--- config.mk ---
export PLATFORM = sky130hd
export DESIGN_NAME = hazard_unit
export DESIGN_NICKNAME = d
export VERILOG_FILES = /design/src/rtl/hazard_unit.sv
export SDC_FILE = /design/constraint.sdc
export NUM_CORES = 1
export LEC_CHECK = 0
export CORE_UTILIZATION = 43
export DETAILED_ROUTE_END_ITERATION = 7
export HOLD_SLACK_MARGIN = 0.02
export PLACE_DENSITY = 0.81
export SYNTH_ARGS = -nofsm -noshare
export SYNTH_HDL_FRONTEND = slang
export SYNTH_SLANG_ARGS = --single-unit
--- constraint.sdc ---
create_clock -name clock -period 2.4 [get_ports clock]
set_input_delay 0.24 -clock clock [delete_from_list [all_inputs] [get_ports clock]]
set_output_delay 0.24 -clock clock [all_outputs]
set_load 0.05 [all_outputs]
--- src/rtl/hazard_unit.sv ---
// Hazard and sequencing controller for a 5-stage LEGv8 pipeline.
// Stalls on load-use hazards, squashes wrong-path stages on a taken branch
// resolved in MEM, selects EX operand forwarding and counts stall/flush events.
//
// state | meaning
// RUN   | normal flow; hazard and branch detection active
// STALL | extra load-use bubble cycles beyond the first
// FLUSH | extra flush cycles beyond the first after a taken branch
module hazard_unit #(
    parameter int LOAD_STALL   = 1,
    parameter int FLUSH_CYCLES = 1,
    parameter int CNT_W        = 16
) (
    input  logic             clock,
    input  logic             reset,
    input  logic [4:0]       id_rn,
    input  logic [4:0]       id_rm,
    input  logic             id_use_rn,
    input  logic             id_use_rm,
    input  logic [4:0]       ex_rn,
    input  logic [4:0]       ex_rm,
    input  logic [4:0]       ex_rd,
    input  logic             ex_readmem,
    input  logic             ex_regwrite,
    input  logic [4:0]       mem_rd,
    input  logic             mem_regwrite,
    input  logic [4:0]       wb_rd,
    input  logic             wb_regwrite,
    input  logic             en_jump,
    output logic             pc_write,
    output logic             if_id_write,
    output logic             id_ex_bubble,
    output logic             flush_if_id,
    output logic             flush_id_ex,
    output logic             flush_ex_mem,
    output logic [1:0]       fwd_a,
    output logic [1:0]       fwd_b,
    output logic [CNT_W-1:0] stall_events,
    output logic [CNT_W-1:0] flush_events
);

    typedef enum logic [1:0] {RUN, STALL, FLUSH} state_t;

    localparam logic [4:0] XZR = 5'd31;

    state_t     state, state_nxt;
    logic [3:0] cnt, cnt_nxt;
    logic       hz;
    logic       take_stall, take_flush;
    logic       stall_inc, flush_inc;

    // Load-use hazard: a load in EX writes a register the ID instruction reads.
    always_comb begin
        hz = ex_readmem && ex_regwrite && (ex_rd != XZR) &&
             ((id_use_rn && (ex_rd == id_rn)) || (id_use_rm && (ex_rd == id_rm)));
    end

    // State and bubble/flush counter register.
    always_ff @(posedge clock or posedge reset) begin
        if (reset) begin
            state <= RUN;
            cnt   <= 4'd0;
        end else begin
            state <= state_nxt;
            cnt   <= cnt_nxt;
        end
    end

    // Next-state and stall/flush outputs; reset forces pass-through defaults.
    always_comb begin
        state_nxt    = state;
        cnt_nxt      = cnt;
        pc_write     = 1'b1;
        if_id_write  = 1'b1;
        id_ex_bubble = 1'b0;
        flush_if_id  = 1'b0;
        flush_id_ex  = 1'b0;
        flush_ex_mem = 1'b0;
        take_stall   = 1'b0;
        take_flush   = 1'b0;
        stall_inc    = 1'b0;
        flush_inc    = 1'b0;
        if (!reset) begin
            case (state)
                RUN: begin
                    if (en_jump)
                        take_flush = 1'b1;
                    else if (hz)
                        take_stall = 1'b1;
                end
                STALL: begin
                    if (en_jump) begin
                        take_flush = 1'b1;
                    end else begin
                        pc_write     = 1'b0;
                        if_id_write  = 1'b0;
                        id_ex_bubble = 1'b1;
                        cnt_nxt      = cnt - 4'd1;
                        if (cnt <= 4'd1)
                            state_nxt = RUN;
                    end
                end
                FLUSH: begin
                    flush_if_id  = 1'b1;
                    flush_id_ex  = 1'b1;
                    flush_ex_mem = 1'b1;
                    cnt_nxt      = cnt - 4'd1;
                    if (cnt <= 4'd1)
                        state_nxt = RUN;
                end
                default: state_nxt = RUN;
            endcase

            if (take_flush) begin
                flush_if_id  = 1'b1;
                flush_id_ex  = 1'b1;
                flush_ex_mem = 1'b1;
                flush_inc    = 1'b1;
                if (FLUSH_CYCLES > 1) begin
                    state_nxt = FLUSH;
                    cnt_nxt   = 4'(FLUSH_CYCLES - 1);
                end else begin
                    state_nxt = RUN;
                end
            end

            if (take_stall) begin
                pc_write     = 1'b0;
                if_id_write  = 1'b0;
                id_ex_bubble = 1'b1;
                stall_inc    = 1'b1;
                if (LOAD_STALL > 1) begin
                    state_nxt = STALL;
                    cnt_nxt   = 4'(LOAD_STALL - 1);
                end else begin
                    state_nxt = RUN;
                end
            end
        end
    end

    // Operand forwarding; the younger EX/MEM result wins over MEM/WB.
    always_comb begin
        fwd_a = 2'b00;
        fwd_b = 2'b00;
        if (!reset) begin
            if (mem_regwrite && (mem_rd != XZR) && (mem_rd == ex_rn))
                fwd_a = 2'b10;
            else if (wb_regwrite && (wb_rd != XZR) && (wb_rd == ex_rn))
                fwd_a = 2'b01;
            if (mem_regwrite && (mem_rd != XZR) && (mem_rd == ex_rm))
                fwd_b = 2'b10;
            else if (wb_regwrite && (wb_rd != XZR) && (wb_rd == ex_rm))
                fwd_b = 2'b01;
        end
    end

    // Saturating event counters.
    always_ff @(posedge clock or posedge reset) begin
        if (reset) begin
            stall_events <= '0;
            flush_events <= '0;
        end else begin
            if (stall_inc && (stall_events != '1))
                stall_events <= stall_events + CNT_W'(1);
            if (flush_inc && (flush_events != '1))
                flush_events <= flush_events + CNT_W'(1);
        end
    end

endmodule

* Yosys cells after proc, flatten, opt, wreduce, memory -nomap -nowiden *
Index checks and enable logic that the tools add are counted.

storage, ports and cells
  register bits after elaboration = 38
  latch bits = 0
  RAM bits = 0
  memory bits (read-only) = 0
  output and inout port bits = 42
  logic and storage cells = 78
  memories = 0

operators by class
  add/sub/neg operators = 3
  $mul = 0
  divide/modulo/power cells = 0
  order comparisons = 1
  eq/ne operators = 16
  shift-type cells = 0
  multiplexer cells = 34
  bitwise gates (word level) = 1
  reduce and logical (&&, ||, !) cells = 19

operator list
  kind                                                                   number
  16-bit by 1-bit adder with 16-bit output, second input constant        2
  16-bit != test, second input constant                                  2
  5-bit equality test                                                    6
  1-bit 2-to-1 mux                                                       23
  2-bit 2-to-1 mux                                                       8
  5-bit != test, second input constant                                   3
  1-bit logical AND                                                      13
  4-bit case mux with 2 select lines                                     1
  2-bit case mux with 3 select lines                                     1
  3-bit AND reduction                                                    2
  4-bit by 1-bit <= comparator with 1-bit output, second input constant  1
  4-bit 2-to-1 mux                                                       1
  4-bit != test, second input constant                                   1
  4-bit by 1-bit subtractor with 4-bit output, second input constant     1
  3-bit != test, second input constant                                   1
  2-bit by 1-bit equality test with 1-bit output, second input constant  1
  2-bit equality test, second input constant                             1
  2-bit logical NOT                                                      1
  2-bit != test, second input constant                                   1
  2-bit nonzero test                                                     1
  2-bit OR reduction                                                     1
  1-bit logical OR                                                       1
  1-bit NOT                                                              1

* Logic depth before layout (Yosys ltp) *
Gate-level depths: netlist (run 1).

  word-level depth = 11
  gate-level depth with buffers = 7

* Worst setup path before layout (run 1) *
No wires, ideal clock.

  path type = input-to-output
  start = input port reset
  end = output port fwd_a[0]
  arrival = 3.142 ns
  path slack = -0.982 ns
  cell stages on the path = 4
  cells stage by stage = inv_1 o211ai_1 or4_1 nor4_1

between the ends
  longest elaborated chain between the ends = 1

RTL lines
  element           RTL line  text
  from (decl)       15        input logic reset,
  2-bit 2-to-1 mux  146       if (!reset) begin
  to (decl)         36        output logic [1:0] fwd_a,

Every way passes these cells.

* Worst setup path in the final report (run 1) *
  start = input port wb_rd[1]
  end = output port fwd_a[0]

between the ends
  longest elaborated chain between the ends = 6
  elaborated cells on any way between the ends = 7
  those cells by class = eq/ne (2); mux (3); reduce/logical (2)

RTL lines
  element                RTL line  text
  from (decl)            27        input logic [4:0] wb_rd,
  5-bit != test          149       else if (wb_regwrite && (wb_rd != XZR) && (wb_rd == ex_rn))
  1-bit logical AND      149
  1-bit logical AND (*)  149
  1-bit 2-to-1 mux (*)   149
  2-bit 2-to-1 mux (*)   147       if (mem_regwrite && (mem_rd != XZR) && (mem_rd == ex_rn))
  2-bit 2-to-1 mux (*)   146

Mark *: on every way between the ends. The rest lies on a longest branch, timed or not.

==> results of run 1 <==
==> cell families after synthesis <==
logic type | count (synthesis) | synth area share, %
and+or+nand+nor | 94 | 25.8
xor gates and xnor gates | 59 | 25.4
DFF | 32 | 39.4
AOI/OAI and AO/OA | 9 | 4.00
buffers and inverters | 9 | 2.40
muxes | 3 | 1.84
adders and majority gates | 2 | 1.23
==> worst reg2reg max path: stages (launching register included) <==
cell and delay, ns:
dfrtp_1 0.42, ha_1 0.21, nand3_1 0.19, nor3_1 0.26, nand2b_1 0.12, nand3_1 0.14
mux2_2 0.35
==> per-stage QoR <==
stage          hold WS, ns  utilization, %  total power, mW  instance area [sq um]  worst slack [ns]
3_3_place_gp         0.475            69.2             1.22                   3070             0.295
5_1_grt              0.514            71.6             1.80                   3180             0.155
6_report             0.494            71.6             1.73                   3180             0.253
3_5_place_dp         0.486            69.2             1.23                   3070             0.255
4_1_cts              0.498            71.6             1.73                   3180             0.253
2_1_floorplan        0.178               -            0.989                   2070             0.255
==> cell usage in the layout, fill, tap and decap left out, types with 2 or more instances in the layout <==
cell type         n
a21oi_1           2
and2_1            4
and3_1           10
and4_1            3
buf_12            8
buf_4             9
clkbuf_8          5
clkdlybuf4s50_1  75
dfrtp_1          32
ha_1              2
inv_1             2
mux2_2            2
nand2_1          17
nand2b_1          2
nand3_1          18
nand4_1          16
nor2_1            7
nor2b_1           2
nor3_1            5
nor4_1            3
nor4_4            2
o21ai_0           2
or4_1             2
xnor2_1          40
xor2_1           19
==> sequential cells by signal (all words and copies together) (netlist names) <==
signal        cells
flush_events     16
stall_events     16
==> metal layers <==
layer | vias up | GRT usage [%]
met5 | - | 0
met3 | 13 | 5.27
met4 | 0 | 9.11
li1 | 920 | -
met2 | 68 | 38.6
met1 | 865 | 27.3
==> area by class of cell <==
type / instances / area [sq um] / area share (%)
multi-input combinational: 167 / 1210 / 38.2
timing repair buffer: 92 / 978 / 30.8
sequential: 32 / 801 / 25.2
clock buffer: 6 / 72.6 / 2.28
tap: 52 / 65.1 / 2.04
clock inverter: 2 / 35.0 / 1.10
inverter: 3 / 15.0 / 0.472
==> path summary, 6_finish.rpt <==
check | cells after the start | to | slack, ns | from
min | 1 | stall_events[8] | 0.49 | stall_events[8]
min in group asynchronous | 3 | stall_events[12] | 0.50 | reset
max reg2reg | 6 | stall_events[1] | 0.59 | stall_events[0]
max in group asynchronous | 3 | stall_events[9] | 1.61 | reset
max | 6 | fwd_a[0] | 0.25 | wb_rd[1]
min reg2reg | 1 | stall_events[8] | 0.49 | stall_events[8]
==> power by group through the flow <==
| stage | Clock (mW) | Sequential [mW] | Combinational (mW) |
|---|---|---|---|
| floorplan | 0 | 0.818 | 0.171 |
| global placement | 0 | 0.656 | 0.565 |
| detailed placement | 0 | 0.657 | 0.574 |
| CTS | 0.510 | 0.647 | 0.577 |
| global route | 0.540 | 0.657 | 0.607 |
| finish | 0.507 | 0.648 | 0.572 |
==> results.py, run 1 <==
metrics = {
    "outcome": {
        "status": "finished with violations",
        "failed_checks": "design-rule violations",
    },
    "timing": {
        "finClkSkew_ns": 0.00498,
        "rsz0062_at_grt": "false",
        "min_period_over_period_pct": 89.4,
        "max_freq_mhz": 466,
        "setup-tns-final_ns": 0,
        "tightestPinTransition_ns": 0.527,
        "setup_violations": 0,
        "hold_viol_final": 0,
        "finalCriticalPeriod_ns": 2.15,
        "slew_viol_final": 0,
        "slew_headroom_pct": 64.7,
    },
    "synthesis": {
        "netlist_instances": 208,
        "ys_warn_count": 0,
        "synth-edff-count": 0,
        "ys_types": 31,
        "synth.top_cell.area_share_pct": 39.4,
        "syn_nets": 254,
        "synth_area_leader_cell": "dfrtp_1",
        "synth_area_per_cell_sq_um": 9.78,
        "ys_top_cells_by_count": "xnor2_1 (40), dfrtp_1 (32), xor2_1 (19), nand3_1 (18), nand2_1 (17)",
        "synth_most_common_cell": "xnor2_1",
        "synthArstFlopShare_pct": 100,
        "ys_top_cells_by_area": "dfrtp_1 (39%), xnor2_1 (17%), xor2_1 (8.2%), nand4_1 (4.9%), nand3_1 (4.4%)",
        "synthesis.area_sq_um": 2030,
        "yosysSeqAreaShare_pct": 39.4,
        "ys_ff_latch": 32,
        "synthFlopType": "dfrtp_1",
    },
    "drt": {
        "vias": 1866,
        "drt_first_pass_iters": 7,
        "drt_iter0_markers": 119,
        "drc_errors": 14,
        "met1_length_um": 2120,
        "wl_um": 5130,
        "routed-wl-met3_um": 382,
        "via_per_inst": 5.27,
        "final_antenna_net_count": 0,
        "topRoutingLayerUsed": "met4",
        "post_drt_wl_per_cell_um": 14.5,
        "met2_length_um": 2520,
    },
    "power_and_ir_drop": {
        "pwr-share-clk_pct": 29.4,
        "seqPwrFrac_pct": 37.5,
        "p_leak_nw": 1.29,
        "powerDensity_nw_per_um2": 543,
        "p_sw_share_pct": 33.6,
        "p_comb_share_pct": 33.1,
        "intPower_mw": 1.15,
        "netSwitchingPower_mw": 0.581,
        "ir_drop_mv": 0.409,
    },
    "setup_path": {
        "crit_family": "simple AND/OR/NAND/NOR gates",
        "cpMaxStageDelayCell": "or4_1",
        "end_kind": "output pin",
        "crit_chain": "clkdlybuf4s50_1 -> nand3_1 -> o211ai_1 -> or4_1 -> nor4_4 -> buf_12",
        "cp_max_fo": 3,
        "crit_arrival_ns": 1.91,
        "cp_num_buf_inv": 2,
        "worstSetupStartpointType": "input pin",
        "required_ns": 2.16,
        "cpPeakStageDelay_ns": 0.59,
        "worstSetupPathType": "in2out",
    },
    "die": {
        "pin_count": 86,
        "placeableCoreArea_sq_um": 4440,
        "die_h_um": 70.8,
        "die_w_um": 70.8,
        "placementRows": 24,
        "die_area_sq_um": 5010,
        "start_util_pct": 45.8,
    },
    "cts": {
        "h-tree-depth": 2,
        "clock_latency_ns": 0.28,
        "cts_tree": "built",
        "clk_pin_slew_ns": 0.06,
        "cts_buffers": 5,
        "clock_tree.root_cell": "clkbuf_8",
        "clockBufferDepth": 2,
        "clkSinkCount": 32,
        "post_cts_buffers": 0,
        "hold_buffers": 0,
        "cts_resized": 0,
    },
    "finish": {
        "layout.cells.non_filler": 354,
        "nNetsFinal": 347,
        "layout-drive-gt1-share_pct": 11.9,
        "fill_cells": 333,
        "diodes": 0,
        "syn2layout_area_growth_pct": 56.4,
    },
    "placement": {
        "portBuffers": 85,
        "dp_cells": 346,
        "dp_hpwl_um": 4040,
        "gp_congestion": 0.794,
    },
    "grt": {
        "grt_pass1_vias": 1885,
        "grt_pass1_wl_um": 8780,
        "grt_start_max_net_pins": 35,
        "grt_overflow": 0,
        "antenna_found_initial": 0,
        "grt.total_usage_pct": 22.5,
    },
    "hold_path": {
        "holdCritPathClass": "reg2reg",
    },
    "job": {
        "drv_cap": 0,
    },
}
(Power assumes the default switching activity.)
==> run 2, diff against run 1 <==
Settings changed: CAP_MARGIN from default to 20, PLACE_DENSITY 0.81 to 0.9.
==> results.py, run 2 (same netlist as run 1, synthesis figures left out) <==
metrics = {
    "outcome": {
        "status": "finished with violations",
        "failed_checks": "design-rule violations",
    },
    "cts": {
        "clock_latency_ns": 0.29,
        "clk_pin_slew_ns": 0.07,
        "clock_tree.root_cell": "clkbuf_8",
        "cts_resized": 0,
        "cts_buffers": 5,
        "hold_buffers": 0,
        "cts_tree": "built",
        "post_cts_buffers": 0,
        "clkSinkCount": 32,
        "clockBufferDepth": 2,
        "h-tree-depth": 2,
    },
    "die": {
        "placeableCoreArea_sq_um": 4440,
        "die_w_um": 70.8,
        "placementRows": 24,
        "pin_count": 86,
        "die_h_um": 70.8,
        "die_area_sq_um": 5010,
        "start_util_pct": 45.8,
    },
    "finish": {
        "nNetsFinal": 346,
        "final_cell_mix": "clkdlybuf4s50_1 (75), xnor2_1 (40), dfrtp_1 (32)",
        "design_area_sq_um": 3190,
        "diodes": 0,
        "reg.largest.list": "flush_events: 16 flops, stall_events: 16 flops",
        "layout.cells.non_filler": 353,
        "layout-drive-gt1-share_pct": 12.0,
        "layout_commonest_cell": "clkdlybuf4s50_1",
        "syn2layout_area_growth_pct": 56.9,
        "fill_cells": 339,
    },
    "power_and_ir_drop": {
        "powerDensity_nw_per_um2": 566,
        "pwr-share-clk_pct": 32.0,
        "p_sw_share_pct": 33.4,
        "seqPwrFrac_pct": 36.0,
        "p_leak_nw": 1.29,
        "p_comb_share_pct": 32.0,
        "total_power_mw": 1.81,
        "intPower_mw": 1.20,
        "ir_drop_mv": 0.434,
        "netSwitchingPower_mw": 0.603,
    },
    "timing": {
        "slew_headroom_pct": 61.9,
        "setup-tns-final_ns": 0,
        "tightestPinTransition_ns": 0.565,
        "finClkSkew_ns": 0.00529,
        "finalCriticalPeriod_ns": 2.19,
        "slew_viol_final": 0,
        "max_freq_mhz": 457,
        "hold_viol_final": 0,
        "rsz0062_at_grt": "false",
        "setup_violations": 0,
        "min_period_over_period_pct": 91.2,
        "fin_worst_hold_slack_ns": 0.492,
    },
    "placement": {
        "dp_cells": 345,
        "portBuffers": 85,
        "place_area_sq_um": 3070,
        "dp_hpwl_um": 4140,
        "gp_congestion": 0.826,
    },
    "setup_path": {
        "crit_chain": "clkdlybuf4s50_1 -> clkinvlp_4 -> o211ai_1 -> or4_1 -> nor4_4 -> buf_12",
        "cp_max_fo": 3,
        "cpPeakStageDelay_ns": 0.60,
        "worstSetupStartpointType": "input pin",
        "cpMaxStageDelayCell": "or4_1",
        "worstSetupPathType": "in2out",
        "required_ns": 2.16,
        "end_kind": "output pin",
        "crit_arrival_ns": 1.95,
    },
    "drt": {
        "wl_um": 5320,
        "via_per_inst": 5.33,
        "drt_first_pass_iters": 6,
        "final_antenna_net_count": 0,
        "post_drt_wl_per_cell_um": 15.1,
        "drt_iter0_markers": 102,
        "drc_errors": 8,
        "vias": 1881,
    },
    "grt": {
        "grt.total_usage_pct": 23.2,
        "grt_pass1_vias": 1949,
        "grt_pass1_wl_um": 9180,
        "grt_start_max_net_pins": 35,
        "antenna_found_initial": 0,
        "grt_overflow": 0,
    },
    "hold_path": {
        "holdCritPathClass": "in2async",
    },
    "job": {
        "drv_cap": 0,
    },
}
==> run 2: cell type report <==
| type | instances | area, sq um | area share [%] |
|---|---|---|---|
| well taps | 52 | 65.1 | 2.04 |
| clock buffers | 7 | 96.3 | 3.02 |
| repair buffers | 91 | 971 | 30.4 |
| multi-input cells | 167 | 1210 | 38.0 |
| clock inverters | 1 | 30.0 | 0.940 |
| inverters | 3 | 15.0 | 0.470 |
| flip-flops and latches | 32 | 801 | 25.1 |
==> run 2: worst paths after layout <==
kind,start,endpoint,slack (ns),depth (start not counted)
worst max-delay path,reset,fwd_b[0],0.21,6
worst min-delay path,reset,stall_events[13],0.49,3
worst max register to register,stall_events[0],stall_events[1],0.39,6
worst min register to register,stall_events[8],stall_events[8],0.49,1
max in group asynchronous,reset,stall_events[9],1.59,3
min in group clock,stall_events[8],stall_events[8],0.49,1
==> run 2: power groups by stage <==
stage	registers, mW	clock network [mW]	logic (mW)
after global placement	0.656	0	0.564
after detailed placement	0.660	0	0.577
after floorplan	0.818	0	0.171
final	0.651	0.578	0.578
after CTS	0.650	0.578	0.581
after global routing	0.657	0.605	0.609
==> run 2: routing by layer <==
metal / wire, um / track usage [%]
met5: 0 / 0
met4: 95 / 8.00
met3: 292 / 5.13
met2: 2780 / 41.8
met1: 2150 / 27.2
==> run 2: through the flow <==
stage          utilization [%]  setup slack (ns)
6_report                  71.8             0.211
5_1_grt                   71.8             0.125
4_1_cts                   71.8             0.210
3_5_place_dp              69.0             0.215
3_3_place_gp              69.0             0.295
2_1_floorplan                -             0.255
==> run 2: worst max-delay path, delay by kind of cell <==
family          cells  cell delay (ns)
compound gates      1             0.10
buf+inv             3             0.77
simple gates        2             0.84
